<file path="src/rtl/keypad_pkg.sv">
// Shared constants for the 4x3 keypad scanner: matrix geometry, key map
// from scan-register bit (3*row + col) to digit strobe, and FSM states.
package keypad_pkg;

  localparam int NUM_ROWS = 4;
  localparam int NUM_COLS = 3;
  localparam int NUM_KEYS = NUM_ROWS * NUM_COLS;

  // '*' (bit 9) and '#' (bit 11) never count as pressed keys
  localparam logic [NUM_KEYS-1:0] DIGIT_MASK = 12'b0101_1111_1111;

  localparam logic [9:0] KEY_MAP [NUM_KEYS] = '{
    10'b0000000001, 10'b0000000010, 10'b0000000100,
    10'b0000001000, 10'b0000010000, 10'b0000100000,
    10'b0001000000, 10'b0010000000, 10'b0100000000,
    10'b0000000000, 10'b1000000000, 10'b0000000000
  };

  typedef enum logic [1:0] {
    IDLE    = 2'd0,
    PRESSED = 2'd1,
    BLOCKED = 2'd2
  } kp_state_t;

endpackage

</file>
<file path="src/rtl/keypad_scanner_sync2.sv">
// Two-flop synchroniser; resets to all-ones so idle pulled-up lines
// read as "not pressed" straight out of reset.
module sync2 #(
  parameter int WIDTH = 1
) (
  input  logic             clk,
  input  logic             clearn,
  input  logic [WIDTH-1:0] d,
  output logic [WIDTH-1:0] q
);

  logic [WIDTH-1:0] meta_reg;
  logic [WIDTH-1:0] q_reg;

  always_ff @(posedge clk or negedge clearn) begin
    if (!clearn) begin
      meta_reg <= '1;
      q_reg    <= '1;
    end else begin
      meta_reg <= d;
      q_reg    <= meta_reg;
    end
  end

  assign q = q_reg;

endmodule

</file>
<file path="src/rtl/keypad_scanner.sv">
// 4x3 matrix keypad scanner: row drive, column debounce, one-hot digit strobe.
// Optional auto-repeat while a single key stays held: define KEYPAD_REPEAT_EN.
module keypad_scanner
  import keypad_pkg::*;
#(
  parameter int SCAN_DIV       = 4,
  parameter int DEBOUNCE_SCANS = 3,
  parameter int REPEAT_SCANS   = 32
) (
  input  logic       clk,
  input  logic       clearn,
  input  logic [2:0] cols,
  output logic [3:0] rows,
  output logic [9:0] keypad
);

  localparam int DW = $clog2(SCAN_DIV);

  logic [2:0]          cols_sync;
  logic [1:0]          row_reg;
  logic [DW-1:0]       dwell_reg;
  logic [NUM_KEYS-1:0] scan_reg, scan_next, prev_snap_reg, digits;
  logic [3:0]          stable_reg, stable_next, key_count;
  logic [9:0]          key_oh, strobe_next, keypad_reg;
  logic                sample, scan_done, deb_valid;
  kp_state_t           state_reg, state_next;

  sync2 #(.WIDTH(3)) u_sync (
    .clk    (clk),
    .clearn (clearn),
    .d      (cols),
    .q      (cols_sync)
  );

  assign sample    = (dwell_reg == DW'(SCAN_DIV - 1));
  assign scan_done = sample && (row_reg == 2'd3);
  assign rows      = ~(4'b0001 << row_reg);
  assign keypad    = keypad_reg;

  // scan_next already holds row 3 on the completing cycle, so it is the snapshot
  always_comb begin
    scan_next = scan_reg;
    if (sample)
      scan_next[int'(row_reg) * NUM_COLS +: NUM_COLS] = ~cols_sync;
  end

  always_comb begin
    if (scan_next != prev_snap_reg)
      stable_next = 4'd0;
    else if (stable_reg == 4'd15)
      stable_next = stable_reg;
    else
      stable_next = stable_reg + 4'd1;
  end

  assign deb_valid = scan_done && (stable_next >= 4'(DEBOUNCE_SCANS));
  assign digits    = scan_next & DIGIT_MASK;

  always_comb begin
    key_count = 4'd0;
    key_oh    = '0;
    for (int i = 0; i < NUM_KEYS; i++) begin
      if (digits[i]) begin
        key_count = key_count + 4'd1;
        key_oh    = key_oh | KEY_MAP[i];
      end
    end
  end

  always_ff @(posedge clk or negedge clearn) begin
    if (!clearn) begin
      row_reg       <= 2'd0;
      dwell_reg     <= '0;
      scan_reg      <= '0;
      prev_snap_reg <= '0;
      stable_reg    <= 4'd0;
      state_reg     <= IDLE;
      keypad_reg    <= '0;
    end else begin
      if (sample) begin
        dwell_reg <= '0;
        row_reg   <= row_reg + 2'd1;
      end else begin
        dwell_reg <= dwell_reg + DW'(1);
      end
      scan_reg <= scan_next;
      if (scan_done) begin
        prev_snap_reg <= scan_next;
        stable_reg    <= stable_next;
      end
      state_reg  <= state_next;
      keypad_reg <= strobe_next;
    end
  end

`ifdef KEYPAD_REPEAT_EN
  localparam int RW = $clog2(REPEAT_SCANS + 1);

  logic [RW-1:0]       rep_cnt_reg, rep_cnt_next;
  logic [NUM_KEYS-1:0] held_reg, held_next;

  always_ff @(posedge clk or negedge clearn) begin
    if (!clearn) begin
      rep_cnt_reg <= '0;
      held_reg    <= '0;
    end else begin
      rep_cnt_reg <= rep_cnt_next;
      held_reg    <= held_next;
    end
  end
`else
  logic unused_cfg;
  assign unused_cfg = ^REPEAT_SCANS;
`endif

  always_comb begin
    state_next  = state_reg;
    strobe_next = '0;
`ifdef KEYPAD_REPEAT_EN
    rep_cnt_next = rep_cnt_reg;
    held_next    = held_reg;
`endif
    if (deb_valid) begin
      case (state_reg)
        IDLE: begin
          if (key_count == 4'd1) begin
            strobe_next = key_oh;
            state_next  = PRESSED;
`ifdef KEYPAD_REPEAT_EN
            rep_cnt_next = '0;
            held_next    = digits;
`endif
          end else if (key_count >= 4'd2) begin
            state_next = BLOCKED;
          end
        end
        PRESSED: begin
          if (key_count == 4'd0)
            state_next = IDLE;
`ifdef KEYPAD_REPEAT_EN
          // counts only while the very same single key stays debounced
          if (key_count == 4'd1 && digits == held_reg) begin
            if (rep_cnt_reg == RW'(REPEAT_SCANS - 1)) begin
              strobe_next  = key_oh;
              rep_cnt_next = '0;
            end else begin
              rep_cnt_next = rep_cnt_reg + RW'(1);
            end
          end else begin
            rep_cnt_next = '0;
          end
`endif
        end
        BLOCKED: begin
          if (key_count == 4'd0)
            state_next = IDLE;
        end
        default: state_next = IDLE;
      endcase
    end
  end

endmodule

</file>
<file path="config.mk">
export PLATFORM = sky130hd
export DESIGN_NAME = keypad_scanner
export DESIGN_NICKNAME = d
export VERILOG_FILES = /design/src/rtl/keypad_pkg.sv /design/src/rtl/keypad_scanner_sync2.sv /design/src/rtl/keypad_scanner.sv
export SDC_FILE = /design/constraint.sdc
export NUM_CORES = 1
export LEC_CHECK = 0
export ABC_CLOCK_PERIOD_IN_PS = 7100
export CORE_MARGIN = 4
export CORE_UTILIZATION = 60
export CTS_BUF_LIST = sky130_fd_sc_hd__clkbuf_4
export DETAILED_ROUTE_END_ITERATION = 8
export DONT_BUFFER_PORTS = 1
export PLACE_DENSITY = 0.78
export SLEW_MARGIN = 20
export SYNTH_ARGS = -nofsm -noshare
export SYNTH_HDL_FRONTEND = slang
export SYNTH_SLANG_ARGS = --single-unit
</file>
<file path="constraint.sdc">
create_clock -name clk -period 7.1 [get_ports clk]
set_input_delay 1.775 -clock clk [delete_from_list [all_inputs] [get_ports clk]]
set_output_delay 1.775 -clock clk [all_outputs]
set_load 0.01 [all_outputs]
</file>
==> summary.txt <==
Yosys
  – Post-Synth XOR/XNOR Area: 10.8%
  – Post-synthesis sequential area ratio: around two fifths
  – Adder-cell area share of the yosys netlist: ~6.4%
  – Main synth FF type: dfrtp_1
  – Avg Cell Area, Syn: 10.1 um^2
  – Synthesized flop and latch total: 50
  – Synth Instances: just over 300
  – Mapped cell area: 3120 um^2
  – Post-synthesis mux area share: 3.72%
  – Post-synthesis compound-gate area fraction: approximately 15%
  – Simple-gate share of the synthesized area: 19.2%
  – Largest family of logic cells by synthesized area: simple AND/OR/NAND/NOR gates
  – Post-synth EDFFs: 0
  – Syn nets: 331
  – Ys async rst share: 100%
  – Netlist cell types: around 70
  – Synth warn: 0

STA
  – RSZ-0062 raised after global routing: false
  – Slew HR: 43.4%
  – Final max-slew violation count: 0
  – Fmax: ~0.15 GHz
  – Final setup violation count: 0
  – Min Clock Period, post-route: 6.80 ns
  – Final hold vios: 0
  – Final Cycle Share: 95.7%
  – Actual slew at the worst max-slew pin: 0.843 ns
  – Clock Skew: 0.0183 ns

Finish
  – Design Area, Final: 3590 um^2
  – Fillers: 387
  – Final Net Count: 350
  – Diode count: 0
  – Share of cells above drive strength 1: around 27%
  – Synth-to-layout area growth: 14.9%

Clocking
  – Number of CTS-inserted buffers: 5
  – H-tree levels: 2
  – Clock Pin Slew Worst Setup and Hold Paths: 0.15 ns
  – Clk Latency, worst-skew pair: approximately 0.38 ns
  – Root Driver: clkbuf_4
  – Worst-case clock buffer depth: 2
  – CTS tree: built
  – CTS Sinks: 50

Worst setup path
  – Critical path endpoint category: register
  – Worst Path Buf+Inv: 3
  – CP peak stage delay: around 0.47 ns
  – Critical Path RT: 7.40 ns
  – CP Class: reg -> reg
  – Critical path's slowest cell: o32ai_4
  – Cell family with the largest share of critical-path delay: adder cells
  – Startpoint Class: register
  – CP dominant cell by count: ha_4
  – Crit Path Max Fanout: 5
  – CP arrival: 7.09 ns
  – WP depth: 34
  – Register-to-Register Path Depth: 34

Status
  – Status: completed

Run
  – Max-Cap Viols: 0

Worst hold path
  – Hold path depth: 0
  – Worst Hold Class: reg -> reg

Pwr
  – Pleak: 1.57 nW
  – Power per cell area: 212 nW/um^2
  – Total power: about 0.00076 W
  – Worst vdd ir: 0.105 mV

Placement
  – Placed instance area: 3260 um^2
  – GPL Wtd Cong: 0.869
  – Port Buf Inserts: 0
  – Post-DP HPWL: roughly 4.4 mm

Floorplan
  – Height of the die: 80.2 um
  – I/O pin cnt: 19
  – Die W: 80.2 um
  – Core Rows: 26
  – Initial Utilization: 61.6%
  – DIE AREA: 6430 um^2
  – Core ar.: 5070 um^2

Routing
  – Via count: 2318
  – DRT Wirelength: 6.58 mm
  – Residual DRC count: 0
  – Routed WL per cell: 16.4 um
  – Vias/cell: between 5 and 6
  – 1st-pass router iterations: 4
  – Final antenna-violating net count: 0
  – Initial drt markers: roughly 110

Global routing
  – Vias in the first global route: roughly 2300
  – First-pass GRT wire length: ~11 mm
  – Largest net degree at the start of global routing: between 50 and 60
  – GRT Util Overall: 22.0%
  – Initial antenna violation count: 0
  – GRT Residual Overflow: 0
[routing by layer]
metal / part of all wire [%] / vias to the layer above / global-route usage (%) / wire (um)
met4: 1.2 / 0 / 7.09 / 79
met2: 50 / 50 / 35.7 / 3300
met3: 3.6 / 6 / 4.48 / 238
li1: - / 1120 / - / -
met1: 45 / 1142 / 29.4 / 2960
met5: 0 / - / 0 / 0
[cells by family after synthesis]
group                    count (synthesis)
flip-flops                              50
multiplexers                            10
adder cells (fa/ha/maj)                 16
AND/OR/NAND/NOR                        114
AO/OA/AOI/OAI                           57
XOR/XNOR                                29
buffers and inverters                   34
[Yosys cell counts, drive strengths merged, types with 2 or more instances]
master | count | area (um^2)
o22ai | 2 | 12.5
or2 | 2 | 12.5
nor2b | 2 | 15.0
a21o | 6 | 46.3
a31oi | 2 | 12.5
o22a | 3 | 26.3
buf | 7 | 50.1
inv | 23 | 86.3
nor2 | 28 | 110
or3 | 3 | 23.8
mux2 | 3 | 33.8
nand4b | 3 | 26.3
dfstp | 6 | 158
o31ai | 2 | 15.0
xor2 | 8 | 88.8
xnor2 | 17 | 156
mux2i | 7 | 82.6
nor3 | 10 | 50.1
a2bb2oi | 2 | 23.8
ha | 16 | 200
nand4 | 3 | 33.8
a22o | 2 | 17.5
o21a | 2 | 15.0
nand2b | 2 | 12.5
and2 | 3 | 18.8
xnor3 | 4 | 91.3
a21oi | 7 | 35.0
a41oi | 2 | 17.5
dfrtp | 44 | 1100
o21ai | 14 | 81.3
and3 | 5 | 36.3
nand3 | 11 | 55.1
clkbuf | 4 | 15.0
nand2 | 32 | 123
a211oi | 3 | 22.5
nor4 | 4 | 31.3
[report_power, final]
group          internal (W)  switching (W)  total (W)  leakage, nW
Combinational      0.000142       0.000148   0.000290        0.908
Sequential         0.000295     0.00000577   0.000301        0.618
Clock             0.0000744      0.0000950   0.000169       0.0432
Total              0.000511       0.000249   0.000760         1.57
[metrics by stage]
step	instances	utilization (%)	hold slack, ns	setup TNS, ns	worst slack, ns
2_1_floorplan	310	-	0.345	0	0.0229
3_3_place_gp	380	64.2	0.346	-0.00987	-0.00987
3_5_place_dp	380	64.2	0.348	-2.33	-0.225
4_1_cts	391	67.5	0.370	0	0.00772
5_1_grt	400	70.8	0.376	0	0.0362
6_report	400	70.8	0.368	0	0.305
[worst paths after layout]
kind	startpoint	to	slack [ns]
max in group asynchronous	clearn	u_sync.meta_reg[2]$_DFF_PN1_	5.85
setup reg to reg	row_reg[1]$_DFFE_PN0N_	keypad[8]$_DFF_PN0_	0.30
setup / recovery	row_reg[1]$_DFFE_PN0N_	keypad[8]$_DFF_PN0_	0.30
min in group asynchronous	clearn	prev_snap_reg[9]$_DFFE_PN0P_	1.06
hold reg to reg	u_sync.meta_reg[0]$_DFF_PN1_	u_sync.q[0]$_DFF_PN1_	0.37
hold / removal	u_sync.meta_reg[0]$_DFF_PN1_	u_sync.q[0]$_DFF_PN1_	0.37
[what timing repair did]
item	in CTS	in global routing
gates resized for setup	13	16
buffers inserted	2	9
cloned	1	0
pin swaps	7	11
setup endpoints to repair	12	12
hold buffers	0	0
[placed cells by master, fill, tap and decap left out, drive strengths merged, types with 5 or more instances in the layout]
cell    instances
nor2           28
inv            24
xor2            8
and3            5
dfrtp          44
mux2i           7
nand3          11
ha             16
xnor2          17
nor3           10
nand2          32
o21ai          14
a21o            6
a21oi           7
buf            22
clkbuf          5
dfstp           6
[area by class of cell]
type | instances | area [um^2] | share of cell area [%]
clock buffer | 5 | 37.5 | 1.05
clock inverter | 3 | 42.5 | 1.18
inverter | 23 | 86.3 | 2.40
multi-input combinational | 227 | 1910 | 53.3
sequential | 50 | 1260 | 35.1
tap | 70 | 87.6 | 2.44
timing repair buffer | 22 | 165 | 4.60
(Power assumes the default switching activity.)
